==> src/rtl/score_pkg.sv <==
// rtl/score_pkg.sv - shared FSM state type and digit constants for the score keeper
package score_pkg;

    typedef enum logic [1:0] {
        PLAY = 2'd0,
        HOLD = 2'd1,
        OVER = 2'd2
    } state_e;

    localparam logic [3:0] BLANK_DIGIT   = 4'hF;
    localparam logic [3:0] BCD_MAX_DIGIT = 4'd9;

    // Tens digit as shown on the display when leading-zero blanking is active.
    function automatic logic [3:0] blank_leading_zero(input logic [3:0] tens);
        return (tens == 4'd0) ? BLANK_DIGIT : tens;
    endfunction

endpackage

==> src/rtl/bcd2_counter.sv <==
// rtl/bcd2_counter.sv - two-digit BCD score register with clear, increment and value compare
module bcd2_counter
    import score_pkg::*;
(
    input  logic       clk,
    input  logic       clr,
    input  logic       inc,
    input  logic [6:0] target,
    output logic [3:0] ones,
    output logic [3:0] tens,
    output logic       at_value
);

    logic [3:0] ones_q, ones_d;
    logic [3:0] tens_q, tens_d;
    logic [6:0] value_bin;

    always_comb begin
        ones_d = ones_q;
        tens_d = tens_q;
        if (clr) begin
            ones_d = 4'd0;
            tens_d = 4'd0;
        end else if (inc) begin
            if (ones_q == BCD_MAX_DIGIT) begin
                ones_d = 4'd0;
                tens_d = tens_q + 4'd1;
            end else begin
                ones_d = ones_q + 4'd1;
            end
        end
    end

    always_ff @(posedge clk) begin
        ones_q <= ones_d;
        tens_q <= tens_d;
    end

    assign value_bin = ({3'd0, tens_q} * 7'd10) + {3'd0, ones_q};
    assign at_value  = (value_bin == target);
    assign ones      = ones_q;
    assign tens      = tens_q;

endmodule

==> src/rtl/score_bcd_counter.sv <==
// rtl/score_bcd_counter.sv - two-player BCD score keeper with post-point lockout and win detect
// Optional macro SCORE_LEADING_ZERO_BLANK_EN blanks a zero tens digit on the outputs.
module score_bcd_counter
    import score_pkg::*;
#(
    parameter int WIN_SCORE   = 11,
    parameter int HOLD_CYCLES = 50_000_000
) (
    input  logic       clk,
    input  logic       reset,
    input  logic       point_p1,
    input  logic       point_p2,
    input  logic       clear,
    output logic [3:0] p1_ones,
    output logic [3:0] p1_tens,
    output logic [3:0] p2_ones,
    output logic [3:0] p2_tens,
    output logic       hold,
    output logic       game_over,
    output logic       winner
);

    localparam int              CNT_W      = (HOLD_CYCLES > 1) ? $clog2(HOLD_CYCLES) : 1;
    localparam logic [CNT_W-1:0] HOLD_LOAD  = CNT_W'(HOLD_CYCLES - 1);
    // Compare against one below the win score so the win is known on the scoring edge.
    localparam logic [6:0]      WIN_TARGET = 7'(WIN_SCORE - 1);

    state_e           state_q, state_d;
    logic [CNT_W-1:0] cnt_q, cnt_d;
    logic             winner_q, winner_d;
    logic             new_game;
    logic             inc_p1, inc_p2;
    logic             p1_at_win, p2_at_win;
    logic [3:0]       p1_tens_raw, p2_tens_raw;

    assign new_game = reset | clear;

    always_comb begin
        state_d  = state_q;
        cnt_d    = cnt_q;
        winner_d = winner_q;
        inc_p1   = 1'b0;
        inc_p2   = 1'b0;
        case (state_q)
            PLAY: begin
                if (point_p1 ^ point_p2) begin
                    inc_p1 = point_p1;
                    inc_p2 = point_p2;
                    if ((point_p1 && p1_at_win) || (point_p2 && p2_at_win)) begin
                        state_d  = OVER;
                        winner_d = point_p2;
                    end else begin
                        state_d = HOLD;
                        cnt_d   = HOLD_LOAD;
                    end
                end
            end
            HOLD: begin
                if (cnt_q == '0) begin
                    state_d = PLAY;
                end else begin
                    cnt_d = cnt_q - CNT_W'(1);
                end
            end
            OVER: begin
                state_d = OVER;
            end
            default: begin
                state_d = PLAY;
            end
        endcase
        if (new_game) begin
            state_d  = PLAY;
            cnt_d    = '0;
            winner_d = 1'b0;
            inc_p1   = 1'b0;
            inc_p2   = 1'b0;
        end
    end

    always_ff @(posedge clk) begin
        if (reset) begin
            state_q  <= PLAY;
            cnt_q    <= '0;
            winner_q <= 1'b0;
        end else begin
            state_q  <= state_d;
            cnt_q    <= cnt_d;
            winner_q <= winner_d;
        end
    end

    bcd2_counter u_p1_score (
        .clk      (clk),
        .clr      (new_game),
        .inc      (inc_p1),
        .target   (WIN_TARGET),
        .ones     (p1_ones),
        .tens     (p1_tens_raw),
        .at_value (p1_at_win)
    );

    bcd2_counter u_p2_score (
        .clk      (clk),
        .clr      (new_game),
        .inc      (inc_p2),
        .target   (WIN_TARGET),
        .ones     (p2_ones),
        .tens     (p2_tens_raw),
        .at_value (p2_at_win)
    );

`ifdef SCORE_LEADING_ZERO_BLANK_EN
    assign p1_tens = blank_leading_zero(p1_tens_raw);
    assign p2_tens = blank_leading_zero(p2_tens_raw);
`else
    assign p1_tens = p1_tens_raw;
    assign p2_tens = p2_tens_raw;
`endif

    assign hold      = (state_q == HOLD);
    assign game_over = (state_q == OVER);
    assign winner    = winner_q;

endmodule

==> config.mk <==
export PLATFORM = sky130hd
export DESIGN_NAME = score_bcd_counter
export DESIGN_NICKNAME = d
export VERILOG_FILES = /design/src/rtl/score_pkg.sv /design/src/rtl/bcd2_counter.sv /design/src/rtl/score_bcd_counter.sv
export SDC_FILE = /design/constraint.sdc
export NUM_CORES = 1
export LEC_CHECK = 0
export BUFFER_PORTS_ARGS = -buffer_cell sky130_fd_sc_hd__buf_2
export CORE_ASPECT_RATIO = 0.8
export CORE_UTILIZATION = 41
export DETAILED_ROUTE_END_ITERATION = 10
export PLACE_DENSITY = 0.59
export REMOVE_ABC_BUFFERS = 1
export SLEW_MARGIN = 15
export SYNTH_ARGS = -nofsm -noshare
export SYNTH_HDL_FRONTEND = slang
export SYNTH_SLANG_ARGS = --single-unit
==> constraint.sdc <==
create_clock -name clk -period 3.04 [get_ports clk]
set_input_delay 0.304 -clock clk [delete_from_list [all_inputs] [get_ports clk]]
set_output_delay 0.304 -clock clk [all_outputs]
set_load 0.05 [all_outputs]
# Word-level counts from Yosys, hierarchy flattened
# Index checks and enable logic that the tools add are counted.
[classes] n_bitwise=2 shift=0 eq_ne=10 muxes=16 n_addsub=7 n_reduce_logical=12 div=0 n_lt_le_gt_ge=0 n_mul=2
[ops] operator="$mux 26" count=3
[ops] operator="$pmux 26 s2" count=1
[ops] operator="$logic_not 26->1" count=1
[ops] operator="$sub 26x1->26 const B" count=1
[ops] operator="$add 4x1->4 const B" count=4
[ops] operator="$add 7x4->7" count=2
[ops] operator="$eq 7x4->1 const B" count=2
[ops] operator="$mul 4x3->6 const B" count=2
[ops] operator="$eq 4x4->1 const B" count=2
[ops] operator="$mux 4" count=2
[ops] operator="$mux 1" count=6
[ops] operator="$mux 2" count=3
[ops] operator="$ne 2x2->1 const B" count=3
[ops] operator="$pmux 2 s3" count=1
[ops] operator="$reduce_and 2->1" count=3
[ops] operator="$reduce_and 4->1" count=1
[ops] operator="$reduce_and 3->1" count=1
[ops] operator="$eq 2x1->1 const B" count=1
[ops] operator="$eq 2x2->1 const B" count=1
[ops] operator="$logic_and 1x1->1" count=2
[ops] operator="$logic_not 2->1" count=1
[ops] operator="$ne 2x1->1 const B" count=1
[ops] operator="$reduce_bool 2->1" count=1
[ops] operator="$reduce_or 2->1" count=1
[ops] operator="other kinds (3)" count=3
[totals] mem_count=0 reg_bits=45 latchBits=0 mem_bits_rw=0 elab_cells=56 rom_bits=0

# Longest topological paths before layout
# Gate-level depths: netlist of the first run.
[logic_depth] depth_word=8 ltp_mapped=10

# Cells and area by module
# A second synthesis of the first run with hierarchy kept.
[hier_totals] cells_unflattened=343 area_unflattened_um2=2971.6
[modules_own_cells] module="score_bcd_counter" instances=1 cells_each=201 area_per_inst_um2=1650.3
[modules_own_cells] module="bcd2_counter" instances=2 cells_each=71 area_per_inst_um2=660.6

# Worst setup path before layout of the first run
# Ideal clock, no wire load.
[synth_path] kind="register to register" from="reg u_p2_score.tens_q[0], in the netlist u_p2_score.tens[0]" to="reg cnt_q[16]" required_ns=2.924 slack_ns=0.035 synth_period_minus_slack_ns=3.005 path_stages_with_launch=11 arrival_time_ns=2.889 setup_time_ns=0.116 cell_sequence="dfxtp_1 -> ha_1 -> ha_1 -> inv_1 -> fa_1 -> xnor2_1 -> and4b_1 -> a221oi_1 -> o211ai_2 -> buf_6 -> a31o_2"
[synth_via] elab_chain_cells=7
[synth_lines] element="from (decl)" line="bcd2_counter.sv:15" rtl="logic [3:0] tens_q, tens_d;"
[synth_lines] element="from (signal assigned)" line="bcd2_counter.sv:36" rtl="tens_q <= tens_d;"
[synth_lines] element="$mul 4x3->6" line="bcd2_counter.sv:39" rtl="assign value_bin = ({3'd0, tens_q} * 7'd10) + {3'd0, ones_q};"
[synth_lines] element="$add 7x4->7" line="bcd2_counter.sv:39"
[synth_lines] element="$eq 7x4->1" line="bcd2_counter.sv:40" rtl="assign at_value = (value_bin == target);"
[synth_lines] element="$logic_and 1x1->1" line="score_bcd_counter.sv:49" rtl="if ((point_p1 && p1_at_win) || (point_p2 && p2_at_win)) begin"
[synth_lines] element="$logic_or 1x1->1" line="score_bcd_counter.sv:49"
[synth_lines] element="$ne 2x2->1 (no source line)"
[synth_lines] element="$reduce_and 4->1 (no source line)"
[synth_lines] element="to (signal assigned)" line="score_bcd_counter.sv:88" rtl="cnt_q <= cnt_d;"
[synth_lines] element="to (decl)" line="score_bcd_counter.sv:29" rtl="logic [CNT_W-1:0] cnt_q, cnt_d;"
# Every way passes these cells.
# A chain may end at the register's enable or synchronous reset.

# Final worst setup path of the first run
[layout_path] from="reg u_p2_score.tens_q[0], in the netlist u_p2_score.tens[0]" to="reg cnt_q[21]"
# The elaborated chain is that of the path after synthesis.

==> results.sh, run 1 <==
export IMPL_worst_pin_slew_ns=0.6291
export IMPL_layout_min_cycle_time_ns=2.825
export IMPL_cts_root_buffer="clkbuf_8"
export IMPL_io_buffer_count=23
export IMPL_postSynthCellCount=329
export IMPL_drt_iter0_markers=136
export IMPL_endpoint_kind="flip-flop"
export IMPL_grt_pass1_wl_mm=11.31
export IMPL_slew_headroom_pct=57.74
export IMPL_place_inst=438
export IMPL_ys_flop_type="dfxtp_1"
export IMPL_grt_max_degree=24
export IMPL_p_int_uw=989.6
export IMPL_critical_path_class="flip-flop to flip-flop"
export IMPL_totalPowerFinal_uw=1427
export IMPL_cts_sinks=45
export IMPL_worstSetupStartpointType="flip-flop"
export IMPL_cap_violations=0
export IMPL_clock_power_share_pct=33.5
export IMPL_viasPerCell=5.726
export IMPL_clk_latency_ns=0.30
export IMPL_die_w_um=95.22
export IMPL_remaining_drc_errors=0
export IMPL_wl_met3_um=188
export IMPL_pwr_share_comb_pct=21.5
export IMPL_arrival_ns=3.03
export IMPL_n_antenna_cell=0
export IMPL_slew_viol_final=0
export IMPL_area_growth_pct=13.21
export IMPL_crit_fanout=11
export IMPL_start_util_pct=43.59
export IMPL_peakVddDrop_mv=0.1801
export IMPL_syn_area_um2=2850
export IMPL_synth_top_cell_area_share_pct=31.61
export IMPL_grt_pass1_vias=2273
export IMPL_place_hpwl_mm=4.958
export IMPL_vias=2554
export IMPL_ant_nets=0
export IMPL_num_rows=26
export IMPL_clk_pin_slew_ns=0.09
export IMPL_fin_crit_sh_pct=92.94
export IMPL_post_cts_setup_buffers=0
export IMPL_numCtsBuffers=5
export IMPL_wl_mm=6.830
export IMPL_p_leak_uw=0.001308
export IMPL_required_ns=3.24
export IMPL_drive_above_1_share_pct=18.23
export IMPL_ys_ff_latch=45
export IMPL_die_h_um=76.58
export IMPL_rsz0062_at_grt="no"
export IMPL_met1_length_mm=3.740
export IMPL_power_density_nw_per_um2=442.2
export IMPL_swShare_pct=30.65
export IMPL_grt_antenna_before_repair=0
export IMPL_synth_edf_count=0
export IMPL_status="complete, no violations"
export IMPL_switchingPower_uw=437.3
export IMPL_first_pass_iters=4
export IMPL_grt_usage_pct=19.87
export IMPL_utilization_pct=49.35
export IMPL_hold_class="primary input to flip-flop"
export IMPL_synth_cell_types=69
export IMPL_dr_wl_met2_mm=2.835
export IMPL_gr_total_overflow=0
export IMPL_final_cells=446
export IMPL_wl_per_cell_um=15.31
export IMPL_hp_start="point_p2"
export IMPL_hold_viol=0
export IMPL_cts_tree="yes"
export IMPL_highest_layer="met4"
export IMPL_r2r_start="u_p2_score.tens[0]"
export IMPL_h_tree_depth=2
export IMPL_synth_top_area_cell="dfxtp_1"
export IMPL_async_reset_ff_share_pct=0
export IMPL_cts_hold_buf=0
export IMPL_fin_area_um2=3227
export IMPL_ys_seq_area_share_pct=31.61
export IMPL_place_congestion=0.7972
export IMPL_dieArea_um2=7291
export IMPL_worstSetupStartpoint="u_p2_score.tens[0]"
export IMPL_holdWs_ns=0.2801
export IMPL_clock_path_buffers=2
export IMPL_setup_violations=0
export IMPL_layout_nets=387
export IMPL_post_cts_resized=0
export IMPL_seqPwrFrac_pct=45.0
export IMPL_clock_skew_ns=0.01045
export IMPL_core_area_um2=6539
export IMPL_synth_area_top_cells="dfxtp_1 32%, ha_1 7.5%, inv_1 3.6%"
export IMPL_synth_area_per_cell_um2=8.663
export IMPL_yosys_warnings=0
export IMPL_io_pins=24
export IMPL_fmax_mhz=353.9
export IMPL_dpl_cell_area_um2=3110
[state kept, by name, summed over array words and instances (netlist names)]
register / cells
cnt_q: 26
state_q: 2
u_p1_score.ones: 4
u_p1_score.tens: 4
u_p2_score.ones: 4
u_p2_score.tens: 4
winner: 1
[metrics by stage]
step	setup TNS (ns)	setup slack [ns]
after global routing	0	0.007408
final	0	0.2145
after CTS	0	0.2463
after global placement	0	0.2871
after detailed placement	0	0.2657
after floorplan	-0.06290	-0.04290
[power groups by stage]
stage	Clock, uW	Combinational, uW	Sequential (uW)
final	478	306	643
after global routing	521	340	647
after CTS	495	304	642
after detailed placement	0	302	656
after global placement	0	300	654
after floorplan	0	210	652
[cells by family after synthesis]
kind of cell	synth area share (%)
compound gates	22.34
xor+xnor	4.302
fa+ha+maj	10.27
buf+inv	5.575
flops	31.61
mux	1.405
simple gates	24.50
[cell type report]
| type | instances | area, um2 |
|---|---|---|
| Fill cell | 669 | 3312 |
| Tap cell | 84 | 105.1 |
| Multi-Input combinational cell | 246 | 1790 |
| Clock inverter | 1 | 30.03 |
| Inverter | 27 | 101.3 |
| Timing Repair Buffer | 36 | 212.7 |
| Sequential cell | 45 | 900.9 |
| Clock buffer | 7 | 86.33 |
[routing by layer]
metal | global-route usage [%] | vias to the layer above
li1 | - | 1291
met1 | 30.48 | 1227
met2 | 27.79 | 29
met3 | 3.892 | 7
met4 | 5.000 | 0
met5 | 0 | -
[critical path: stages, from the launching register on]
cell and delay (ns):
dfxtp_1 0.44, ha_1 0.23, inv_1 0.06, fa_1 0.47, nand2_1 0.05, nor4_1 0.44, a221oi_1 0.23, buf_4 0.19
o211a_2 0.34, o2111a_1 0.26
[cell usage after synthesis (2+ instances only)]
cell	n
a211oi_1	6
a21o_1	3
a21oi_1	18
a221oi_1	3
a311oi_2	2
a31oi_1	2
a32o_1	2
a32oi_1	3
and3_1	6
buf_1	2
buf_6	2
clkbuf_1	6
dfxtp_1	45
fa_1	4
ha_1	17
inv_1	27
mux2i_1	4
nand2_1	17
nand2b_1	2
nand3_1	9
nand4_1	6
nand4bb_1	2
nor2_1	26
nor2b_1	6
nor3_1	14
nor4_1	6
nor4b_2	3
o211a_1	4
o211ai_1	2
o21a_1	3
o21ai_0	17
o31ai_1	2
o41ai_1	2
or2_2	4
or3_1	4
or3_2	2
or4_1	2
xnor2_1	7
xor2_1	7
[cell usage in the layout (no fill, tap or decap), drive strengths merged, types with 4 or more instances in the layout]
master	instances
dfxtp	45
buf	36
inv	27
nor2	26
a21oi	18
o21ai	18
nand2	17
ha	17
nor3	15
nand3	10
xor2	7
xnor2	7
nor4	7
nand4	7
a211oi	7
clkbuf	7
nor2b	6
and3	6
or3	6
or2	5
o211a	5
mux2i	4
fa	4
nor4b	4
[path summary, 6_finish.rpt]
path / to / slack, ns / cells after the start
worst min register to register: winner / 0.48 / 2
worst min-delay path: winner / 0.28 / 3
worst max register to register: cnt_q[21] / 0.21 / 9
worst max-delay path: cnt_q[21] / 0.21 / 9
No activity file was read; power rests on OpenSTA's default activity.
==> run 2: changes to the inputs <==
- CORE_UTILIZATION: 41 -> 28
- PLACE_DENSITY: 0.59 -> 0.44
==> run 2 against run 1 <==
- sequential share of layout area decreased by 1.3 points
- maximum frequency rose by 2.5%
- global-route usage is 5.2 points lower
- clock power rose by 48%
- first-iteration DRC count is 12% higher
- count of clock-buffer cells in the layout shrank 2
- wire length rose by 5.7%
- largest cell class unchanged
==> results.sh, run 2 (synthesis results as in run 1) <==
export IMPL_largest_reg_flops=26
export IMPL_fmax_mhz=362.9
export IMPL_rsz0062_at_grt="no"
export IMPL_slowest_stage="dfxtp_1"
export IMPL_io_buffer_count=23
export IMPL_clk_latency_ns=0.28
export IMPL_area_growth_pct=18.57
export IMPL_dieArea_um2=10590
export IMPL_grt_pass1_wl_mm=12.25
export IMPL_required_ns=3.20
export IMPL_clock_path_buffers=2
export IMPL_switchingPower_uw=470.4
export IMPL_totalPowerFinal_uw=1667
export IMPL_remaining_drc_errors=0
export IMPL_ant_nets=0
export IMPL_setup_violations=0
export IMPL_cts_tree="yes"
export IMPL_cts_root_buffer="clkbuf_16"
export IMPL_crit_top_cell="ha_1"
export IMPL_p_leak_uw=0.001349
export IMPL_status="complete, no violations"
export IMPL_path_delay_family="compound AO/OA/AOI/OAI gates"
export IMPL_cts_sinks=45
export IMPL_cts_hold_buf=0
export IMPL_power_density_nw_per_um2=493.2
export IMPL_seqPwrFrac_pct=38.5
export IMPL_post_cts_setup_buffers=0
export IMPL_hold_class="primary input to flip-flop"
export IMPL_peakVddDrop_mv=0.1967
export IMPL_dpl_cell_area_um2=3183
export IMPL_place_hpwl_mm=5.274
export IMPL_drt_iter0_markers=152
export IMPL_fin_crit_sh_pct=90.65
export IMPL_arrival_ns=2.91
export IMPL_cap_violations=0
export IMPL_cp_num_buf_inv=2
export IMPL_layout_min_cycle_time_ns=2.756
export IMPL_clock_skew_ns=0.006276
export IMPL_viasPerCell=5.046
export IMPL_regMostFlops="cnt_q"
export IMPL_wl_mm=7.220
export IMPL_vias=2518
export IMPL_numCtsBuffers=5
export IMPL_wl_per_cell_um=14.47
export IMPL_clk_pin_slew_ns=0.07
export IMPL_r2r_slack_ns=0.28
export IMPL_tns_ns=0
export IMPL_grt_antenna_before_repair=0
export IMPL_core_area_um2=9769
export IMPL_max_stage_delay_ns=0.45
export IMPL_place_inst=491
export IMPL_gr_total_overflow=0
export IMPL_h_tree_depth=2
export IMPL_die_w_um=114.8
export IMPL_place_congestion=0.7460
export IMPL_utilization_pct=34.59
export IMPL_layout_nets=388
export IMPL_grt_usage_pct=14.67
export IMPL_io_pins=24
export IMPL_pwr_share_comb_pct=19.0
export IMPL_die_h_um=92.24
export IMPL_drive_above_1_share_pct=19.01
export IMPL_fin_area_um2=3379
export IMPL_num_rows=32
export IMPL_grt_max_degree=26
export IMPL_swShare_pct=28.22
export IMPL_final_cells=499
export IMPL_p_int_uw=1196
export IMPL_start_util_pct=29.18
export IMPL_final_common_cell="dfxtp_1"
export IMPL_worstSetupStartpointType="flip-flop"
export IMPL_first_pass_iters=4
export IMPL_post_cts_resized=0
export IMPL_n_antenna_cell=0
export IMPL_slew_headroom_pct=59.50
export IMPL_crit_fanout=11
export IMPL_grt_pass1_vias=2426
export IMPL_critical_path_class="flip-flop to flip-flop"
export IMPL_layout_common_cells="45 x dfxtp_1, 27 x inv_1, 26 x nor2_1, 23 x buf_2, 18 x a21oi_1"
export IMPL_hold_viol=0
export IMPL_crit_chain="ha_1, ha_1, inv_1, fa_1, xnor2_1, and4b_1, a221oi_1, buf_4, o211a_2, a311oi_2"
export IMPL_clock_power_share_pct=42.4
export IMPL_endpoint_kind="flip-flop"
export IMPL_slew_viol_final=0
export IMPL_worst_pin_slew_ns=0.6019
[run 2: changes by cell type in the layout (fill, tap and decap cells not counted), sizes merged]
cell    delta
clkbuf     -2
clkinv     +1
buf        +1
bufinv     +1
[run 2: power by group through the flow]
| stage | logic [uW] | registers, uW | clock network (uW) |
|---|---|---|---|
| 4_1_cts | 318 | 642 | 722 |
| 5_1_grt | 352 | 646 | 754 |
| 3_5_place_dp | 317 | 655 | 0 |
| 3_3_place_gp | 314 | 655 | 0 |
| 6_report | 317 | 642 | 707 |
| 2_1_floorplan | 210 | 652 | 0 |
[run 2: tightest hold or removal path: cells and delay by family]
kind	cells	cell delay (ns)
buf+inv	1	0.12
simple gates	1	0.06
mux	1	0.06
[run 2: per-layer routing]
metal / up-vias / share of wire, % / routed length, um / track usage (%)
met4: 0 / 0.82 / 59 / 3.463
met1: 1188 / 53 / 3820 / 21.47
met3: 4 / 3.3 / 235 / 2.247
met5: - / 0 / 0 / 0
met2: 37 / 43 / 3104 / 22.32
li1: 1289 / - / - / -
[run 2: path summary, 6_finish.rpt]
| kind | startpoint | endpoint | cells after the start |
|---|---|---|---|
| min | point_p2 | winner | 3 |
| max reg2reg | u_p2_score.tens[0] | cnt_q[9] | 10 |
| max | u_p2_score.tens[0] | cnt_q[9] | 10 |
| min reg2reg | cnt_q[22] | cnt_q[22] | 2 |
[run 2: per-stage QoR]
step                setup slack (ns)  hold WS (ns)
floorplan                   -0.04290        0.4466
global placement              0.2695        0.4748
detailed placement            0.2026        0.4625
CTS                           0.1869        0.3110
global route                 0.02737        0.3095
finish                        0.2842        0.3197
[run 2: cell type report]
class / instances / area [um2]
Fill cell: 1033 / 6390
Multi-Input combinational cell: 246 / 1797
Sequential cell: 45 / 900.9
Timing Repair Buffer: 37 / 220.2
Tap cell: 136 / 170.2
Clock buffer: 5 / 125.1
Inverter: 27 / 101.3
Clock inverter: 3 / 65.06
==> run 3: changes to the inputs <==
- PLACE_DENSITY: 0.44 -> default
==> run 3 against run 2 <==
- setup slack got worse by 0.072 ns
- sequential power about the same
- worst hold slack got worse by 0.016 ns
- utilization decreased by 0.53 points
- first-iteration DRC count increased by 51%
- register-to-register slack got worse by 0.07 ns
- power decreased by 8.7%
- wire length decreased by 3.7%
- critical path type unchanged
- critical endpoint is now cnt_q[21]
==> results.sh, run 3 (synthesis results as in run 1) <==
export IMPL_status="complete, no violations"
export IMPL_core_area_um2=9769
export IMPL_gr_total_overflow=0
export IMPL_fmax_mhz=353.6
export IMPL_n_antenna_cell=0
export IMPL_clk_pin_slew_ns=0.07
export IMPL_start_util_pct=29.18
export IMPL_dieArea_um2=10590
export IMPL_drt_iter0_markers=230
export IMPL_layout_min_cycle_time_ns=2.828
export IMPL_dpl_cell_area_um2=3168
export IMPL_place_congestion=0.7678
export IMPL_final_common_cell="dfxtp_1"
export IMPL_crit_fanout=11
export IMPL_wl_per_cell_um=13.99
export IMPL_rsz0062_at_grt="no"
export IMPL_place_inst=489
export IMPL_grt_antenna_before_repair=0
export IMPL_ant_nets=0
export IMPL_io_pins=24
export IMPL_peakVddDrop_mv=0.1957
export IMPL_num_rows=32
export IMPL_regMostFlops="cnt_q"
export IMPL_setup_slack_ns=0.2121
export IMPL_slowest_stage="dfxtp_1"
export IMPL_max_stage_delay_ns=0.47
export IMPL_remaining_drc_errors=0
export IMPL_endpoint_kind="flip-flop"
export IMPL_wl_mm=6.954
export IMPL_grt_pass1_wl_mm=12.00
export IMPL_cts_root_buffer="clkbuf_16"
export IMPL_cts_tree="yes"
export IMPL_p_leak_uw=0.001326
export IMPL_largest_reg_flops=26
export IMPL_hold_viol=0
export IMPL_critical_path_class="flip-flop to flip-flop"
export IMPL_io_buffer_count=23
export IMPL_final_cells=497
export IMPL_cap_violations=0
export IMPL_cts_hold_buf=0
export IMPL_arrival_ns=3.01
export IMPL_die_w_um=114.8
export IMPL_clock_skew_ns=0.01081
export IMPL_die_h_um=92.24
export IMPL_slew_headroom_pct=59.60
export IMPL_clock_path_buffers=2
export IMPL_slew_viol_final=0
export IMPL_layout_nets=386
export IMPL_required_ns=3.22
export IMPL_worstSetupStartpointType="flip-flop"
export IMPL_tns_ns=0
export IMPL_fin_crit_sh_pct=93.02
export IMPL_hold_class="primary input to flip-flop"
export IMPL_setup_violations=0
export IMPL_place_ws_ns=0.2211
export IMPL_crit_chain="ha_1, inv_1, fa_1, nand4b_1, nor4b_1, a221oi_2, buf_4, o211a_2, o2111a_1"
export IMPL_layout_common_cells="45 x dfxtp_1, 27 x inv_1, 26 x nor2_1, 23 x buf_2, 18 x a21oi_1"
export IMPL_area_growth_pct=16.77
export IMPL_first_pass_iters=4
export IMPL_worst_pin_slew_ns=0.6013
export IMPL_h_tree_depth=2
export IMPL_power_density_nw_per_um2=457.1
export IMPL_place_hpwl_mm=5.100
export IMPL_vias=2579
export IMPL_numCtsBuffers=5
export IMPL_cts_sinks=45
export IMPL_clk_latency_ns=0.29
export IMPL_grt_usage_pct=14.01
export IMPL_grt_max_degree=23
export IMPL_viasPerCell=5.189
export IMPL_drive_above_1_share_pct=18.56
export IMPL_grt_pass1_vias=2504
export IMPL_totalPowerFinal_uw=1521
export IMPL_fin_area_um2=3328
-- run 3: changes by cell type in the layout (fill, tap and decap cells not counted), sizes merged --
cell,previous run,this run
clkbuf,5,6
clkinv,1,2
buf,37,35
bufinv,2,0
-- run 3: what timing repair did --
| action | 4_1_cts | 5_1_grt |
|---|---|---|
| resized for setup | 0 | 2 |
| endpoints found under the setup margin | 0 | 2 |
| setup buffers | 0 | 0 |
-- run 3: worst paths after layout --
| path | startpoint | to | slack (ns) | depth (start not counted) |
|---|---|---|---|---|
| worst max register to register | u_p1_score.tens[0] | cnt_q[21] | 0.21 | 9 |
| worst max-delay path | u_p1_score.tens[0] | cnt_q[21] | 0.21 | 9 |
| worst min register to register | cnt_q[22] | cnt_q[22] | 0.49 | 2 |
| worst min-delay path | point_p2 | winner | 0.30 | 3 |
-- run 3: cell type report --
type                    count  area, um2
clock inverters             2      13.76
multi-input cells         246       1798
well taps                 136      170.2
clock buffers               6      138.9
inverters                  27      101.3
flip-flops and latches     45      900.9
repair buffers             35      205.2
fillers                  1048       6441
-- run 3: report_power, final --
| part | total (uW) | internal, uW | switching (uW) |
|---|---|---|---|
| sequential | 644 | 614 | 29.9 |
| combinational | 308 | 109 | 200 |
| clock | 569 | 328 | 241 |
-- run 3: stage by stage --
step / hold WS, ns / utilization (%)
3_3_place_gp: 0.4664 / 32.43
3_5_place_dp: 0.4790 / 32.43
4_1_cts: 0.3035 / 33.99
6_report: 0.3034 / 34.07
5_1_grt: 0.3164 / 34.07
2_1_floorplan: 0.4466 / -
-- run 3: critical path: cells and delay by family (launching register included) --
family,cells,cell delay (ns)
compound gates,3,0.72
fa+ha+maj,2,0.73
buf+inv,2,0.24
flops,1,0.47
simple gates,2,0.56
-- run 3: per-layer routing --
metal,global-route usage (%),up-vias,share of wire [%]
met2,21.31,68,42
met4,4.113,0,1.2
met5,0,-,0
met1,20.34,1220,51
li1,-,1281,-
met3,1.917,10,5.5
